$ cat src/rtl/demux1a2_dosbits_fifo.sv
// 1:2 lane demux: accepted words alternate between lane 0 and lane 1, each lane buffered in a show-ahead FIFO.
// Optional macro DEMUX_DROP_CNT_EN adds a saturating 8-bit drop counter output (drop_cnt).

module demux1a2_lane_fifo #(
    parameter int DATA_W = 2,
    parameter int DEPTH  = 4
) (
    input  logic              clk,
    input  logic              reset,
    input  logic              push_i,
    input  logic              pop_i,
    input  logic [DATA_W-1:0] din_i,
    output logic              full_o,
    output logic              valid_o,
    output logic [DATA_W-1:0] dout_o
);
    localparam int AW = $clog2(DEPTH);

    logic [DATA_W-1:0] mem_q [DEPTH];
    logic [AW-1:0]     wr_ptr_q, wr_ptr_d;
    logic [AW-1:0]     rd_ptr_q, rd_ptr_d;
    logic [AW:0]       count_q, count_d;
    logic              pop_eff;

    assign valid_o = (count_q != '0);
    assign full_o  = (count_q == (AW+1)'(DEPTH));
    assign dout_o  = valid_o ? mem_q[rd_ptr_q] : '0;
    // A pop on an empty lane is ignored, even if a push lands on the same edge.
    assign pop_eff = pop_i && valid_o;

    always_comb begin
        wr_ptr_d = wr_ptr_q;
        rd_ptr_d = rd_ptr_q;
        count_d  = count_q;
        if (push_i)  wr_ptr_d = wr_ptr_q + AW'(1);
        if (pop_eff) rd_ptr_d = rd_ptr_q + AW'(1);
        case ({push_i, pop_eff})
            2'b10:   count_d = count_q + (AW+1)'(1);
            2'b01:   count_d = count_q - (AW+1)'(1);
            default: count_d = count_q;
        endcase
    end

    always_ff @(posedge clk or posedge reset) begin
        if (reset) begin
            wr_ptr_q <= '0;
            rd_ptr_q <= '0;
            count_q  <= '0;
            for (int i = 0; i < DEPTH; i++) mem_q[i] <= '0;
        end else begin
            wr_ptr_q <= wr_ptr_d;
            rd_ptr_q <= rd_ptr_d;
            count_q  <= count_d;
            if (push_i) mem_q[wr_ptr_q] <= din_i;
        end
    end
endmodule

module demux1a2_dosbits_fifo #(
    parameter int DATA_W = 2,
    parameter int DEPTH  = 4
) (
    input  logic              clk,
    input  logic              reset,
    input  logic              valid_in,
    input  logic [DATA_W-1:0] data_in,
    output logic              ready_in,
    input  logic              pop0,
    input  logic              pop1,
    output logic              valid0,
    output logic              valid1,
    output logic [DATA_W-1:0] data_out0,
    output logic [DATA_W-1:0] data_out1,
    output logic              sel_q,
    output logic              overflow
`ifdef DEMUX_DROP_CNT_EN
    ,
    output logic [7:0]        drop_cnt
`endif
);
    localparam int NUM_LANES = 2;

    logic [NUM_LANES-1:0]             full, valid, push, pop;
    logic [NUM_LANES-1:0][DATA_W-1:0] dout;
    logic accept, drop, sel_d, overflow_q, overflow_d;

    // ready_in looks only at the current fill level; a same-cycle pop does not free a slot.
    assign ready_in = !full[sel_q];
    assign accept   = valid_in && ready_in;
    assign drop     = valid_in && !ready_in;
    assign pop      = {pop1, pop0};

    always_comb begin
        push         = '0;
        push[sel_q]  = accept;
        sel_d        = sel_q ^ accept;
        overflow_d   = overflow_q | drop;
    end

    for (genvar g = 0; g < NUM_LANES; g++) begin : g_lane
        demux1a2_lane_fifo #(.DATA_W(DATA_W), .DEPTH(DEPTH)) u_fifo (
            .clk     (clk),
            .reset   (reset),
            .push_i  (push[g]),
            .pop_i   (pop[g]),
            .din_i   (data_in),
            .full_o  (full[g]),
            .valid_o (valid[g]),
            .dout_o  (dout[g])
        );
    end

    assign valid0    = valid[0];
    assign valid1    = valid[1];
    assign data_out0 = dout[0];
    assign data_out1 = dout[1];
    assign overflow  = overflow_q;

    always_ff @(posedge clk or posedge reset) begin
        if (reset) begin
            sel_q      <= 1'b0;
            overflow_q <= 1'b0;
        end else begin
            sel_q      <= sel_d;
            overflow_q <= overflow_d;
        end
    end

`ifdef DEMUX_DROP_CNT_EN
    logic [7:0] drop_cnt_q, drop_cnt_d;

    always_comb begin
        drop_cnt_d = drop_cnt_q;
        if (drop && drop_cnt_q != 8'hFF) drop_cnt_d = drop_cnt_q + 8'd1;
    end

    always_ff @(posedge clk or posedge reset) begin
        if (reset) drop_cnt_q <= 8'd0;
        else       drop_cnt_q <= drop_cnt_d;
    end

    assign drop_cnt = drop_cnt_q;
`endif
endmodule

$ cat config.mk
export PLATFORM = sky130hd
export DESIGN_NAME = demux1a2_dosbits_fifo
export DESIGN_NICKNAME = d
export VERILOG_FILES = /design/src/rtl/demux1a2_dosbits_fifo.sv
export SDC_FILE = /design/constraint.sdc
export NUM_CORES = 1
export LEC_CHECK = 0
export ABC_AREA = 1
export CORE_AREA = 2 2 72 74
export DETAILED_ROUTE_END_ITERATION = 16
export DIE_AREA = 0 0 74 76
export PLACE_DENSITY_LB_ADDON = 0.05
export SLEW_MARGIN = 20
export SYNTH_ARGS = -nofsm -noshare
export SYNTH_HDL_FRONTEND = slang
export SYNTH_HIERARCHICAL = 1
export SYNTH_SLANG_ARGS = --single-unit
$ cat constraint.sdc
create_clock -name clk -period 2 [get_ports clk]
set_input_delay 0.4 -clock clk [delete_from_list [all_inputs] [get_ports clk]]
set_output_delay 0.4 -clock clk [all_outputs]
set_load 0.01 [all_outputs]
==> results of run 1 <==
[registers in the layout, summed over array words and instances, names as in the netlist]
register,cells
g_lane.u_fifo/wr_ptr_q,4
g_lane.u_fifo/rd_ptr_q,4
g_lane.u_fifo/count_q,6
overflow,1
g_lane.u_fifo/mem_q,16
sel_q,1
[worst max-delay path: stages (launching register included)]
cell      delay [ns]
dfrtp_1         0.39
nor3_2          0.19
inv_1           0.07
nand2_2         0.08
a21boi_2        0.07
ha_2            0.20
inv_2           0.06
ha_4            0.12
inv_2           0.04
fa_2            0.36
inv_1           0.06
nand2_1         0.07
nand4_1         0.08
nand2_1         0.05
[area by class of cell]
| class | count | area, sq um | share of cell area |
|---|---|---|---|
| Clock buffer | 5 | 68.8 | 0.0289 |
| Clock inverter | 3 | 42.5 | 0.0179 |
| Inverter | 54 | 213 | 0.0893 |
| Multi-Input combinational cell | 130 | 877 | 0.368 |
| Sequential cell | 32 | 803 | 0.337 |
| Tap cell | 70 | 87.6 | 0.0368 |
| Timing Repair Buffer | 34 | 290 | 0.122 |
[repair_timing]
item	4_1_cts	5_1_grt
gates resized for setup	7	17
setup buffers	0	4
setup endpoints to repair	5	5
pin swaps	0	13
[metal layers]
metal  global-route usage  up-vias  part of all wire
met2                0.218       13              0.49
li1                     -      736                 -
met1                0.179      608              0.47
met4               0.0491        0             0.017
met3               0.0397        7             0.027
met5                    0        -                 0
[report_power, final]
| group | switching, uW | internal, uW | leakage [uW] | total [uW] |
|---|---|---|---|---|
| clock | 255 | 369 | 0.0000541 | 624 |
| combinational | 1050 | 970 | 0.000775 | 2010 |
| sequential | 264 | 958 | 0.000390 | 1220 |
[through the flow]
stage	setup WS, ns	TNS, ns	util
after global routing	-0.0850	-0.140	0.485
after global placement	-0.235	-0.759	0.447
after floorplan	0.00827	0	-
final	0.0716	0	0.485
after CTS	0.00295	0	0.469
after detailed placement	-0.245	-0.845	0.447
[how the worst max path moves through the flow]
stage / start / depth (start not counted) / slack, ns / end
after CTS: g_lane[1].u_fifo/count_q[2] / 14 / 0.003 / g_lane[1].u_fifo/count_q[2]
after global placement: valid_in / 8 / -0.23 / g_lane[0].u_fifo/count_q[1]
after global routing: g_lane[1].u_fifo/count_q[0] / 13 / -0.09 / g_lane[0].u_fifo/count_q[2]
after detailed placement: valid_in / 8 / -0.24 / g_lane[0].u_fifo/count_q[1]
final: g_lane[1].u_fifo/count_q[0] / 13 / 0.07 / g_lane[0].u_fifo/count_q[2]
after floorplan: g_lane[1].u_fifo/count_q[2] / 12 / 0.008 / g_lane[0].u_fifo/count_q[1]
[kinds of logic (layout without fill, tap and decap cells)]
| logic type | after synthesis | count (layout) |
|---|---|---|
| AND/OR/NAND/NOR | 83 | 83 |
| flip-flops | 32 | 32 |
| adder cells (fa/ha/maj) | 14 | 14 |
| AO/OA/AOI/OAI | 27 | 27 |
| buffers and inverters | 58 | 96 |
| XOR/XNOR | 6 | 6 |
[cells in the final DEF, fill, tap and decap left out, drive strengths merged]
cell	instances
a21boi	1
a21oi	4
buf	19
bufinv	1
clkbuf	5
clkdlybuf4s50	10
clkinv	1
clkinvlp	1
dfrtp	32
dlygate4sd2	4
dlymetal6s2s	1
fa	2
ha	12
inv	54
nand2	64
nand3	15
nand4	2
nor3	2
o21ai	22
xnor2	4
xor2	2
==> qor.txt, run 1 <==
Post-synth top flop: dfrtp_1
vias per inst: 4.16
die width: 74 um
mean post-synth cell area: 8.47 sq um
largest net degree at the start of global routing: 16
fin area: 2380 sq um
Worst Setup Path Type: flop to flop
ANT cells: 0
Routability Congestion: 0.708
post-synthesis mux area share: 0
relative slew slack: 0.615
max-slew violations: 0
Mapped Nets: 241
Worst R2R Start: g_lane[1].u_fifo/count_q[0]
Area Growth Syn to Fin: 27.9%
Global Route Usage Sum: 0.138
Pwr per Cell Area: 1620 nW/um^2
antenna violations before repair: 0
Worst VDD drop: 0.795 mV
clock skew: 0.00785 ns
Clock Path Buffers: 2
final wirelength: 3370 um
Simple-Gate Fraction of Synth Area: 0.226
RSZ-0062 raised after global routing: yes
DR vias: 1364
Hold Violations, Final: 0
CTS clk-pin slew, worst paths: 0.07 ns
global-route wire length before repair: 5880 um
Tmin final: 1.93 ns
Starting DRT DRC Count: 41
dpl cells: 316
critical path required time: 2.18 ns
placement row count: 26
Synth top area share: 0.430
nature of the critical path endpoint: flop
fmax: 519 MHz
H-tree levels: 2
cts bufs inserted: 5
Buffers on Ports: 15
final setup violation count: 0
FF-to-FF End: g_lane[0].u_fifo/count_q[2]
mapped cell area: 1860 sq um
sequential element share of the synthesized area: 0.430
Post-synth ARST share: 1.00
synth warn: 6
top post-synthesis cells by area: dfrtp_1 (43%), nand2_1 (9.9%), inv_1 (9.1%)
# DRC: 0
combinational family with the most area after synthesis: simple AND/OR/NAND/NOR gates
synthesized netlist cell count: 220
Distinct cells, synth: 22
crit start category: flop
number of global-route vias before repair: 1321
CTS root buf: clkbuf_8
synthesized flop and latch total: 32
most frequent cell after synthesis: nand2_1
WP data arrival: 2.10 ns
Remaining Overflow, GRT: 0
drt wl/cell: 10.3 um
Commonest cells post-synth: nand2_1 (49), inv_1 (45), dfrtp_1 (32)
number of synthesized flops with an enable pin: 0
max cap viols: 0
Hold Path Class: input port to asynchronous set/reset pin
Hold WS: 0.317 ns
Nets: 278
die height: 76 um
final worst-path cycle share: 0.964
Finished Layout Cells: 328
Synth Area in Adders: 0.102
core area: 4910 sq um
Static Leak: 0.00122 uW
Post-Synth XOR/XNOR Area: 0.0282
area leader, netlist: dfrtp_1
critical path peak fanout: 3
layout cell share with drive strength beyond 1: 0.310
io pins: 16
FF-to-FF path depth: 13
Post-DRT Antenna Nets: 0
Worst-Margin Slew: 0.577 ns
number of iterations in the first detailed-routing pass: 4
HPWL Detailed: 2570 um
clock latency on the worst-skew pair: 0.29 ns
DIE AREA: 5620 sq um
CTS tree: done
# clock sinks: 32
Post-DP Area: 2190 sq um
cts hold-fix bufs: 0
Fillers: 489
outcome: finished clean
Compound-Gate Fraction of Synth Area: 0.0799
R2R Setup Slk: 0.07 ns
Pwr Total: 3860 uW
initial cell density of the core: 0.379
(Power assumes the default switching activity.)
==> inputs of run 2 (changes only) <==
--- a/config.mk
+++ b/config.mk
@@ -10,7 +10,6 @@
 export DETAILED_ROUTE_END_ITERATION = 16
 export DIE_AREA = 0 0 74 76
 export PLACE_DENSITY_LB_ADDON = 0.05
-export SLEW_MARGIN = 20
 export SYNTH_ARGS = -nofsm -noshare
 export SYNTH_HDL_FRONTEND = slang
 export SYNTH_HIERARCHICAL = 1
==> results of run 2 <==
Same layout as run 1: the final DEF is identical, and so are final timing and power.
==> inputs of run 3 (changes only) <==
--- a/config.mk
+++ b/config.mk
@@ -9,6 +9,7 @@
 export CORE_AREA = 2 2 72 74
 export DETAILED_ROUTE_END_ITERATION = 16
 export DIE_AREA = 0 0 74 76
+export GPL_TIMING_DRIVEN = 0
 export PLACE_DENSITY_LB_ADDON = 0.05
 export SYNTH_ARGS = -nofsm -noshare
 export SYNTH_HDL_FRONTEND = slang
==> run 3 against run 2 <==
- utilization shrank 0.41 points
- global-route usage grew 0.82 points
- via count increased by 0.66%
- register-to-register slack is essentially flat
- count of clock-buffer cells in the layout increased by 3
- sequential power is 3% lower
- critical path depth unchanged
- critical path type unchanged
- highest routed layer unchanged
- power increased by 0.22%
- routed wire length rose by 5.6%
==> qor.txt, run 3 (same netlist as run 1, synthesis figures left out) <==
CTS tree: done (unchanged)
routed length on met1: 1650 um (was 1580 um)
highest metal used: met4 (unchanged)
Routability Congestion: 0.710 (was 0.708)
Pwr per Cell Area: 1640 nW/um^2 (was 1620 nW/um^2)
critical path required time: 2.17 ns (was 2.18 ns)
DR WL met2: 1760 um (was 1640 um)
Top reg by flops: g_lane.u_fifo/mem_q (unchanged)
Buffers on Ports: 15 (unchanged)
Fillers: 504 (was 489)
vias per inst: 4.21 (was 4.16)
cts bufs inserted: 5 (unchanged)
die width: 74 um (unchanged)
core area: 4910 sq um (unchanged)
commonest non-fill, non-tap cell in the layout: nand2_1 (unchanged)
Post-DP Area: 2130 sq um (was 2190 sq um)
outcome: finished clean (unchanged)
final wirelength: 3560 um (was 3370 um)
Post-DRT Antenna Nets: 0 (unchanged)
relative slew slack: 0.572 (was 0.615)
Remaining Overflow, GRT: 0 (unchanged)
Clock Path Buffers: 2 (unchanged)
antenna violations before repair: 0 (unchanged)
# clock sinks: 32 (unchanged)
biggest regs: g_lane.u_fifo/mem_q: 16 flops, g_lane.u_fifo/count_q: 6 flops (unchanged)
number of flip-flops in the largest register: 16 (unchanged)
fin area: 2360 sq um (was 2380 sq um)
WP data arrival: 2.10 ns (about the same)
Hold Path Class: input port to asynchronous set/reset pin (unchanged)
DIE AREA: 5620 sq um (unchanged)
H-tree levels: 2 (unchanged)
number of iterations in the first detailed-routing pass: 4 (unchanged)
Hold Violations, Final: 0 (unchanged)
Max stage delay on crit path: 0.40 ns (was 0.39 ns)
number of global-route vias before repair: 1408 (was 1321)
cts hold-fix bufs: 0 (unchanged)
post-layout utilization of the core: 0.481 (was 0.485)
Finished Layout Cells: 326 (was 328)
Worst-Margin Slew: 0.641 ns (was 0.577 ns)
max-slew violations: 0 (unchanged)
largest net degree at the start of global routing: 16 (unchanged)
final worst-path cycle share: 0.965 (was 0.964)
CTS clk-pin slew, worst paths: 0.06 ns (was 0.07 ns)
max cap viols: 0 (unchanged)
io pins: 16 (unchanged)
final setup violation count: 0 (unchanged)
Fin Setup TNS: 0 ns (unchanged)
# DRC: 0 (unchanged)
Tmin final: 1.93 ns (about the same)
DR vias: 1373 (was 1364)
Worst VDD drop: 0.801 mV (was 0.795 mV)
drt wl/cell: 10.9 um (was 10.3 um)
critical path peak fanout: 3 (unchanged)
CTS root buf: clkbuf_8 (unchanged)
placement row count: 26 (unchanged)
ANT cells: 0 (unchanged)
Worst Setup Path Type: flop to flop (unchanged)
initial cell density of the core: 0.379 (unchanged)
routed wl met3: 94 um (was 92 um)
Area Growth Syn to Fin: 26.8% (was 27.9%)
RSZ-0062 raised after global routing: yes (unchanged)
HPWL Detailed: 2470 um (was 2570 um)
Static Leak: 0.00121 uW (was 0.00122 uW)
clock latency on the worst-skew pair: 0.28 ns (was 0.29 ns)
crit start category: flop (unchanged)
Cell Chain, Critical Path: nor3_2 > inv_1 > nand2_2 > a21boi_2 > ha_2 > inv_4 > ha_4 > inv_2 > fa_2 > nand2_2 > nand3_2 > nand2_1 > nand2_1 (was nor3_2 > inv_1 > nand2_2 > a21boi_2 > ha_2 > inv_2 > ha_4 > inv_2 > fa_2 > inv_1 > nand2_1 > nand4_1 > nand2_1)
Starting DRT DRC Count: 54 (was 41)
Slowest-stage cell, CP: dfrtp_1 (unchanged)
fmax: 518 MHz (was 519 MHz)
global-route wire length before repair: 6320 um (was 5880 um)
die height: 76 um (unchanged)
most frequent cells in the layout: nand2_1 (44), inv_1 (39), dfrtp_1 (32) (was nand2_1 (45), inv_1 (41), dfrtp_1 (30))
dpl cells: 305 (was 316)
clock skew: 0.00412 ns (was 0.00785 ns)
Global Route Usage Sum: 0.146 (was 0.138)
layout cell share with drive strength beyond 1: 0.305 (was 0.310)
Nets: 276 (was 278)
nature of the critical path endpoint: flop (unchanged)
==> run 3: cell types whose count changed in the layout (fill, tap and decap cells not counted), sizes merged <==
cell and change:
buf -2, clkinv -1, clkbuf +3, bufinv -1, clkinvlp -1
==> run 3: final timing paths <==
kind | depth (start not counted) | slack (ns) | endpoint | startpoint
setup / recovery | 13 | 0.07 | g_lane[0].u_fifo/count_q[2] | g_lane[0].u_fifo/count_q[0]
hold / removal | 2 | 0.32 | overflow | reset
setup reg to reg | 13 | 0.07 | g_lane[0].u_fifo/count_q[2] | g_lane[0].u_fifo/count_q[0]
hold reg to reg | 2 | 0.47 | overflow | overflow
max in group asynchronous | 2 | 1.03 | g_lane[1].u_fifo/count_q[2] | reset
min in group clk | 2 | 0.47 | overflow | overflow
==> run 3: worst max-delay path: cells and delay by family (launching register included) <==
family,cells,cell delay [ns]
adders and majority gates,3,0.70
and+or+nand+nor,6,0.51
DFF,1,0.40
buffers and inverters,3,0.16
AOI/OAI and AO/OA,1,0.06
==> run 3: cell type report <==
| cell class | count | area (sq um) | area share |
|---|---|---|---|
| timing repair buffer | 30 | 260 | 0.110 |
| multi-input combinational | 130 | 883 | 0.374 |
| buffer | 2 | 22.5 | 0.00953 |
| tap | 70 | 87.6 | 0.0371 |
| clock buffer | 8 | 90.1 | 0.0381 |
| sequential | 32 | 801 | 0.339 |
| inverter | 54 | 218 | 0.0922 |
==> run 3: through the flow <==
stage	total power (uW)	hold WS, ns	worst slack [ns]
6_report	3870	0.322	0.0701
5_1_grt	4260	0.347	-0.0503
3_3_place_gp	3080	0.460	-0.384
4_1_cts	3800	0.306	-0.0165
2_1_floorplan	2560	0.141	0.00827
3_5_place_dp	3100	0.459	-0.387
==> run 3: per-layer routing <==
metal / GRT usage / up-vias
met3: 0.0437 / 7
li1: - / 734
met1: 0.179 / 621
met2: 0.242 / 11
met5: 0 / -
met4: 0.0491 / 0
==> run 3: what timing repair did <==
| item | in CTS | in global routing |
|---|---|---|
| pin swaps | 10 | 9 |
| setup endpoints to repair | 8 | 5 |
| buffers inserted | 8 | 7 |
| resized for setup | 22 | 6 |
==> run 3: power breakdown <==
part           internal [uW]  switching, uW
combinational           1030           1140
sequential               954            222
clock                    281            234
